--- config.mk ---
export PLATFORM = sky130hd
export DESIGN_NAME = ram_dp
export DESIGN_NICKNAME = d
export VERILOG_FILES = /design/src/rtl/ram_dp.sv
export SDC_FILE = /design/constraint.sdc
export NUM_CORES = 1
export LEC_CHECK = 0
export CAP_MARGIN = 20
export CORE_ASPECT_RATIO = 0.75
export CORE_UTILIZATION = 50
export CTS_CLUSTER_SIZE = 40
export DETAILED_ROUTE_END_ITERATION = 16
export PLACE_DENSITY = 0.68
export SKIP_CTS_REPAIR_TIMING = 1
export SLEW_MARGIN = 20
export SYNTH_ARGS = -nofsm -noshare
export SYNTH_HDL_FRONTEND = slang
export SYNTH_SLANG_ARGS = --single-unit
export TNS_END_PERCENT = 10
--- constraint.sdc ---
create_clock -name clk -period 2.32 [get_ports clk]
set_input_delay 0.232 -clock clk [delete_from_list [all_inputs] [get_ports clk]]
set_output_delay 0.232 -clock clk [all_outputs]
set_load 0.005 [all_outputs]
--- src/rtl/ram_dp.sv ---
// Single-clock simple dual-port RAM with byte enables, 1- or 2-cycle read latency,
// selectable collision policy and an optional zero-fill sweep after reset.
module ram_dp #(
    parameter int DATA_WIDTH     = 16,
    parameter int ADDR_WIDTH     = 4,
    parameter int RD_LATENCY     = 1,
    parameter int WRITE_FIRST    = 1,
    parameter int CLEAR_ON_RESET = 1
) (
    input  logic                    clk,
    input  logic                    rst_n,
    input  logic                    wr_en,
    input  logic [ADDR_WIDTH-1:0]   wr_addr,
    input  logic [DATA_WIDTH-1:0]   wr_data,
    input  logic [DATA_WIDTH/8-1:0] wr_be,
    input  logic                    rd_en,
    input  logic [ADDR_WIDTH-1:0]   rd_addr,
    output logic [DATA_WIDTH-1:0]   rd_data,
    output logic                    rd_valid,
    output logic                    busy,
    output logic                    collision
);
    // state    | meaning
    // ST_CLEAR | zero-fill sweep over mem[clr_cnt], requests ignored
    // ST_RUN   | normal read/write operation

    localparam int DEPTH = 2 ** ADDR_WIDTH;
    localparam int NB    = DATA_WIDTH / 8;

    typedef enum logic {ST_CLEAR, ST_RUN} state_t;

    state_t                  state, state_nxt;
    logic [ADDR_WIDTH-1:0]   clr_cnt, clr_cnt_nxt;
    logic [DATA_WIDTH-1:0]   mem [DEPTH];
    logic                    rd_fire;
    logic                    rd_coll;
    logic [DATA_WIDTH-1:0]   rd_word;

    always_ff @(posedge clk) begin
        if (!rst_n) begin
            state   <= (CLEAR_ON_RESET != 0) ? ST_CLEAR : ST_RUN;
            clr_cnt <= '0;
        end else begin
            state   <= state_nxt;
            clr_cnt <= clr_cnt_nxt;
        end
    end

    always_comb begin
        state_nxt   = state;
        clr_cnt_nxt = clr_cnt;
        case (state)
            ST_CLEAR: begin
                clr_cnt_nxt = clr_cnt + ADDR_WIDTH'(1);
                if (&clr_cnt) begin
                    state_nxt   = ST_RUN;
                    clr_cnt_nxt = '0;
                end
            end
            ST_RUN: ;
            default: state_nxt = ST_CLEAR;
        endcase
    end

    assign busy    = (state == ST_CLEAR);
    assign rd_fire = (state == ST_RUN) && rd_en;
    assign rd_coll = wr_en && rd_en && (wr_addr == rd_addr);

    // The array itself is never reset; it is only touched on non-reset edges.
    always_ff @(posedge clk) begin
        if (rst_n) begin
            if (state == ST_CLEAR) begin
                mem[clr_cnt] <= '0;
            end else if (wr_en) begin
                for (int b = 0; b < NB; b++) begin
                    if (wr_be[b]) mem[wr_addr][8*b +: 8] <= wr_data[8*b +: 8];
                end
            end
        end
    end

    // Write-first bypass merges only the enabled byte lanes into the old word.
    always_comb begin
        rd_word = mem[rd_addr];
        if ((WRITE_FIRST != 0) && rd_coll) begin
            for (int b = 0; b < NB; b++) begin
                if (wr_be[b]) rd_word[8*b +: 8] = wr_data[8*b +: 8];
            end
        end
    end

    generate
        if (RD_LATENCY == 2) begin : g_lat2
            logic                  s1_valid;
            logic                  s1_coll;
            logic [DATA_WIDTH-1:0] s1_data;

            always_ff @(posedge clk) begin
                if (!rst_n) begin
                    s1_valid  <= 1'b0;
                    s1_coll   <= 1'b0;
                    s1_data   <= '0;
                    rd_valid  <= 1'b0;
                    collision <= 1'b0;
                    rd_data   <= '0;
                end else begin
                    s1_valid  <= rd_fire;
                    s1_coll   <= rd_fire && rd_coll;
                    if (rd_fire) s1_data <= rd_word;
                    rd_valid  <= s1_valid;
                    collision <= s1_coll;
                    if (s1_valid) rd_data <= s1_data;
                end
            end
        end else begin : g_lat1
            always_ff @(posedge clk) begin
                if (!rst_n) begin
                    rd_valid  <= 1'b0;
                    collision <= 1'b0;
                    rd_data   <= '0;
                end else begin
                    rd_valid  <= rd_fire;
                    collision <= rd_fire && rd_coll;
                    if (rd_fire) rd_data <= rd_word;
                end
            end
        end
    endgenerate

endmodule

## After elaboration in Yosys (flattened, before gate mapping)

Memory sizes are Yosys's and may differ from the RTL's.
Index checks and enable logic that the tools add are counted.

| storage, ports and cells | value |
|---|---|
| input port bits | 30 |
| logic and storage cells | 37 |
| register bits | 23 |
| RAM bits | 256 |
| memories | 1 |

| cells by class | value |
|---|---|
| reduce and logical (&&, ||, !) cells | 6 |
| bitwise operators | 1 |
| multiplexer cells | 22 |
| eq/ne operators | 1 |
| add/sub/neg operators | 1 |

Memory list:

| memory | words | width | rd ports | clocked after Yosys merged registers in | write ports | line | RTL |
|---|---|---|---|---|---|---|---|
| mem | 16 | 16 | 1 | 0 | 1 | 34 | `logic [DATA_WIDTH-1:0] mem [DEPTH];` |

Operators with widths:

| operator | number |
|---|---|
| two-way mux 16 bit | 2 |
| two-way mux 8 bit | 2 |
| OR reduction 16 bit | 1 |
| two-way mux 1 bit | 15 |
| two-way mux 4 bit | 2 |
| adder 4 x 1 -> 4 bit (second input constant) | 1 |
| equality test 4 bit | 1 |
| logical AND 1 bit | 4 |
| AND reduction 4 bit | 1 |
| two-way mux 2 bit | 1 |
| NOT 1 bit | 1 |

## Depth between registers and ports, before layout

| depth | value |
|---|---|
| depth after elaboration | 7 |
| depth in mapped cells | 7 |

## Worst setup path after synthesis

No wires, ideal clock.

| path | value |
|---|---|
| kind | register to register |
| start | reg state |
| end | mem mem[12][10] (enable) |
| data arrival time | 1.752 ns |
| data required time | 1.950 ns |
| buffers on the path | 2 |
| clock period less this slack | 2.122 ns |
| stages on the path, launching flop included | 7 |
| setup slack | 0.198 ns |
| library setup time | 0.370 ns |
| cell sequence | dfxtp_1 buf_2 o2111a_1 buf_2 mux2_2 nand2b_1 nor2_1 |

| between the ends | value |
|---|---|
| longest elaborated chain between the ends | 5 |

Ends and longest elaborated chain:

| item | line | RTL |
|---|---|---|
| start, declared | 32 | `state_t state, state_nxt;` |
| start signal, assigned | 41 | `state <= (CLEAR_ON_RESET != 0) ? ST_CLEAR : ST_RUN;` |
| start signal, assigned | 44 | `state <= state_nxt;` |
| two-way mux 1 bit | 72 | `if (state == ST_CLEAR) begin` |
| two-way mux 1 bit | 71 | `if (rst_n) begin` |
| two-way mux 1 bit (implied by the code) | 76 | `if (wr_be[b]) mem[wr_addr][8*b +: 8] <= wr_data[8*b +: 8];` |
| OR reduction 16 bit (no source line) | - |  |
| two-way mux 4 bit (no source line) or two-way mux 2 bit (tied branches) | - |  |
| end, declared | 34 |  |

Several ways; a longest one is shown, not always the timed one.

## Worst setup path in the final report

| path | value |
|---|---|
| start | reg state |
| end | mem mem[8][6] (enable) |

Same word-level chain as after synthesis.

==> results.py <==
metrics = {
    "clocking": {
        "htree_levels": 1,
        "clock_path_buffers": 3,
        "clkLatencyLatePin_ns": 0.53,
        "clock_sinks": 279,
        "cts_root_buf": "clkbuf_16",
        "clkTransAtPathRegs_ns": 0.06,
        "cts_tree": "done",
        "cts_made_buffers": 27,
    },
    "timing": {
        "setup_violations": 0,
        "fin_crit_sh": 0.947,
        "slew_headroom": 0.254,
        "fmax_mhz": 455,
        "tightest_slew_ns": 1.12,
        "hold_viol": 0,
        "slew_violations": 0,
        "fin_crit_ns": 2.20,
        "rsz0062_at_grt": "no",
        "fin_setup_tns_ns": 0,
        "fin_worst_skew_ns": 0.0131,
    },
    "cells_and_area": {
        "area_delta_synth_final_pct": 18.7,
        "layout_commonest_cell": "edfxtp_1",
        "most-common-layout-cells": "edfxtp_1 (256), mux4_2 (64), buf_4 (64)",
        "drive_above_1_share": 0.245,
        "fin_area_mm2": 0.0131,
        "fin_nets": 718,
        "n_fill_cell": 1515,
    },
    "critical_path": {
        "regToRegEndpoint": "mem[8][6]",
        "regToRegSetupSlack_ns": 0.12,
        "cp_cell_sequence": "buf_4, a21boi_0, buf_4, nand2b_1, nor2_1",
        "required_ns": 2.47,
        "crit_path_frequent_cell": "buf_4",
        "crit_path_start_kind": "register",
        "reg2reg_from": "state",
        "worstRegToRegCells": 5,
        "worst-path-buf-inv": 2,
        "crit_family": "simple AND/OR/NAND/NOR gates",
        "critPathSlowestCell": "nor2_1",
        "critPathMaxFanout": 9,
        "critPathMaxStageDelay_ns": 0.76,
        "cp-startpoint": "state",
        "arrival_ns": 2.35,
        "crit_type": "register to register",
        "cp-end-kind": "register",
    },
    "floorplanning": {
        "core_area_mm2": 0.0214,
        "dieArea_mm2": 0.0226,
        "die_x_um": 173,
        "start_util": 0.515,
        "ios": 49,
        "row_count": 46,
        "dieHeight_um": 130,
    },
    "global_route": {
        "antenna_found_initial": 0,
        "grt_pass1_vias": 5867,
        "grt_usage": 0.222,
        "grt.overflow.total": 0,
        "grt_pass1_wl_um": 36600,
        "grt_max_degree": 41,
    },
    "yosys": {
        "ys_warn_count": 0,
        "ys_seq_elements": 279,
        "syn_area_mm2": 0.0110,
        "synth_nets": 603,
        "seq_area_frac_synth": 0.740,
        "syn-instance-count": 572,
        "yosysUniqueCellTypes": 32,
        "avgSynthCellArea_um2": 19.2,
    },
    "outcome": {
        "status": "finished, final reports clean",
    },
    "power_and_ir_drop": {
        "ir_drop_uv": 524,
        "p_leak_nw": 4.50,
        "power.density_mw_per_mm2": 778,
    },
    "detailed_routing": {
        "drc": 0,
        "drt-wirelength-per-cell_um": 24.5,
        "dr.pass1.iters": 5,
        "dr_total_vias": 5930,
        "wl_um": 24400,
        "drt_iter0_markers": 549,
        "via_per_inst": 5.96,
        "ant_nets": 0,
    },
    "placement": {
        "gp_congestion": 0.862,
        "dpl_cell_area_mm2": 0.0122,
        "portBuffers": 48,
        "dp_hpwl_um": 16600,
    },
    "job": {
        "cap_violations": 0,
    },
    "hold_path": {
        "hold_path_class": "primary input to register",
        "worstHoldStart": "wr_data[3]",
        "min_delay_path_depth": 2,
        "hold-path-endpoint": "rd_data[3]",
    },
}
## sequential cells by signal, summed over array words and instances, names as in the netlist
signal	flops
clr_cnt	4
collision	1
state	1
rd_valid	1
rd_data	16
mem	256
## metrics by stage
step / worst slack, ns / hold WS [ns] / total power, W / cells / util
2_1_floorplan: 0.198 / 0.370 / 0.00589 / 572 / -
3_3_place_gp: -0.289 / 0.556 / 0.00612 / 946 / 0.573
3_5_place_dp: -0.319 / 0.546 / 0.00613 / 946 / 0.573
4_1_cts: 0.138 / 0.331 / 0.0102 / 994 / 0.612
5_1_grt: 0.0378 / 0.342 / 0.0104 / 994 / 0.612
6_report: 0.124 / 0.344 / 0.0102 / 995 / 0.612
## area by class of cell
class / instances / area, µm² / area share
Inverter: 2 / 7.51 / 0.000574
Multi-Input combinational cell: 262 / 2690 / 0.206
Timing Repair Buffer: 115 / 1030 / 0.0785
Sequential cell: 279 / 8150 / 0.623
Clock buffer: 32 / 694 / 0.0531
Antenna cell: 1 / 2.50 / 0.000191
Tap cell: 288 / 360 / 0.0276
Clock inverter: 16 / 140 / 0.0107
## worst register-to-register path: cells and delay by family, from the launching register on
kind / cells / cell delay (ns)
buf+inv: 2 / 0.35
simple gates: 2 / 0.84
compound gates: 1 / 0.32
flops: 1 / 0.31
## synthesized netlist by cell type
master    count  area share
nor2b_1      12      0.0068
inv_1         2     0.00068
a21boi_0      4      0.0027
o21a_1        1     0.00068
and4_1        2      0.0016
nor2_1       37       0.013
a221o_1      16       0.015
xnor2_1       2      0.0016
nand2b_1      8      0.0045
and3_1        3      0.0017
nand2_1      24      0.0082
ha_1          1      0.0011
clkbuf_1      8      0.0027
mux4_2       64        0.13
mux2i_1       7      0.0064
a22oi_1      32       0.022
or3_1         1     0.00057
buf_6         5      0.0051
buf_1         9      0.0031
nand3_1       1     0.00045
nor3_1        2     0.00091
dfxtp_1      23       0.042
xor2_1        3      0.0024
a21oi_1       2     0.00091
o2111a_1      1      0.0010
a31oi_1       2      0.0011
buf_2         5      0.0023
o21ai_0       1     0.00045
buf_4         2      0.0014
edfxtp_1    256        0.70
mux2_2        2      0.0020
and2_1       34       0.019
## routing by layer
layer	share of wire	GRT usage	up-vias	wire (µm)
li1	-	-	2553	-
met1	0.45	0.335	3105	11000
met2	0.45	0.329	246	11000
met3	0.083	0.0518	26	2030
met4	0.015	0.0547	0	372
met5	0	0	-	0
## logic make-up after synthesis
group | synth area share
DFF | 0.740
and+or+nand+nor | 0.0567
muxes | 0.139
AOI/OAI and AO/OA | 0.0433
buffers and inverters | 0.0152
xor gates and xnor gates | 0.00398
adders and majority gates | 0.00114
## how the worst max path moves through the flow
stage | to | slack [ns] | cells past startpoint
6_report | mem[8][6] | 0.12 | 5
5_1_grt | mem[8][6] | 0.04 | 5
4_1_cts | mem[8][6] | 0.14 | 5
3_5_place_dp | mem[8][6] | -0.32 | 7
3_3_place_gp | mem[8][6] | -0.29 | 7
2_1_floorplan | mem[12][10] | 0.20 | 6
## report_power, final
group          leakage, nW  total (W)  internal (W)  switching (W)
registers             2.64    0.00550       0.00548      0.0000229
clock network        0.403    0.00414       0.00236        0.00178
logic                 1.46   0.000531      0.000256       0.000275
Power figures use the tool's default switching activity.
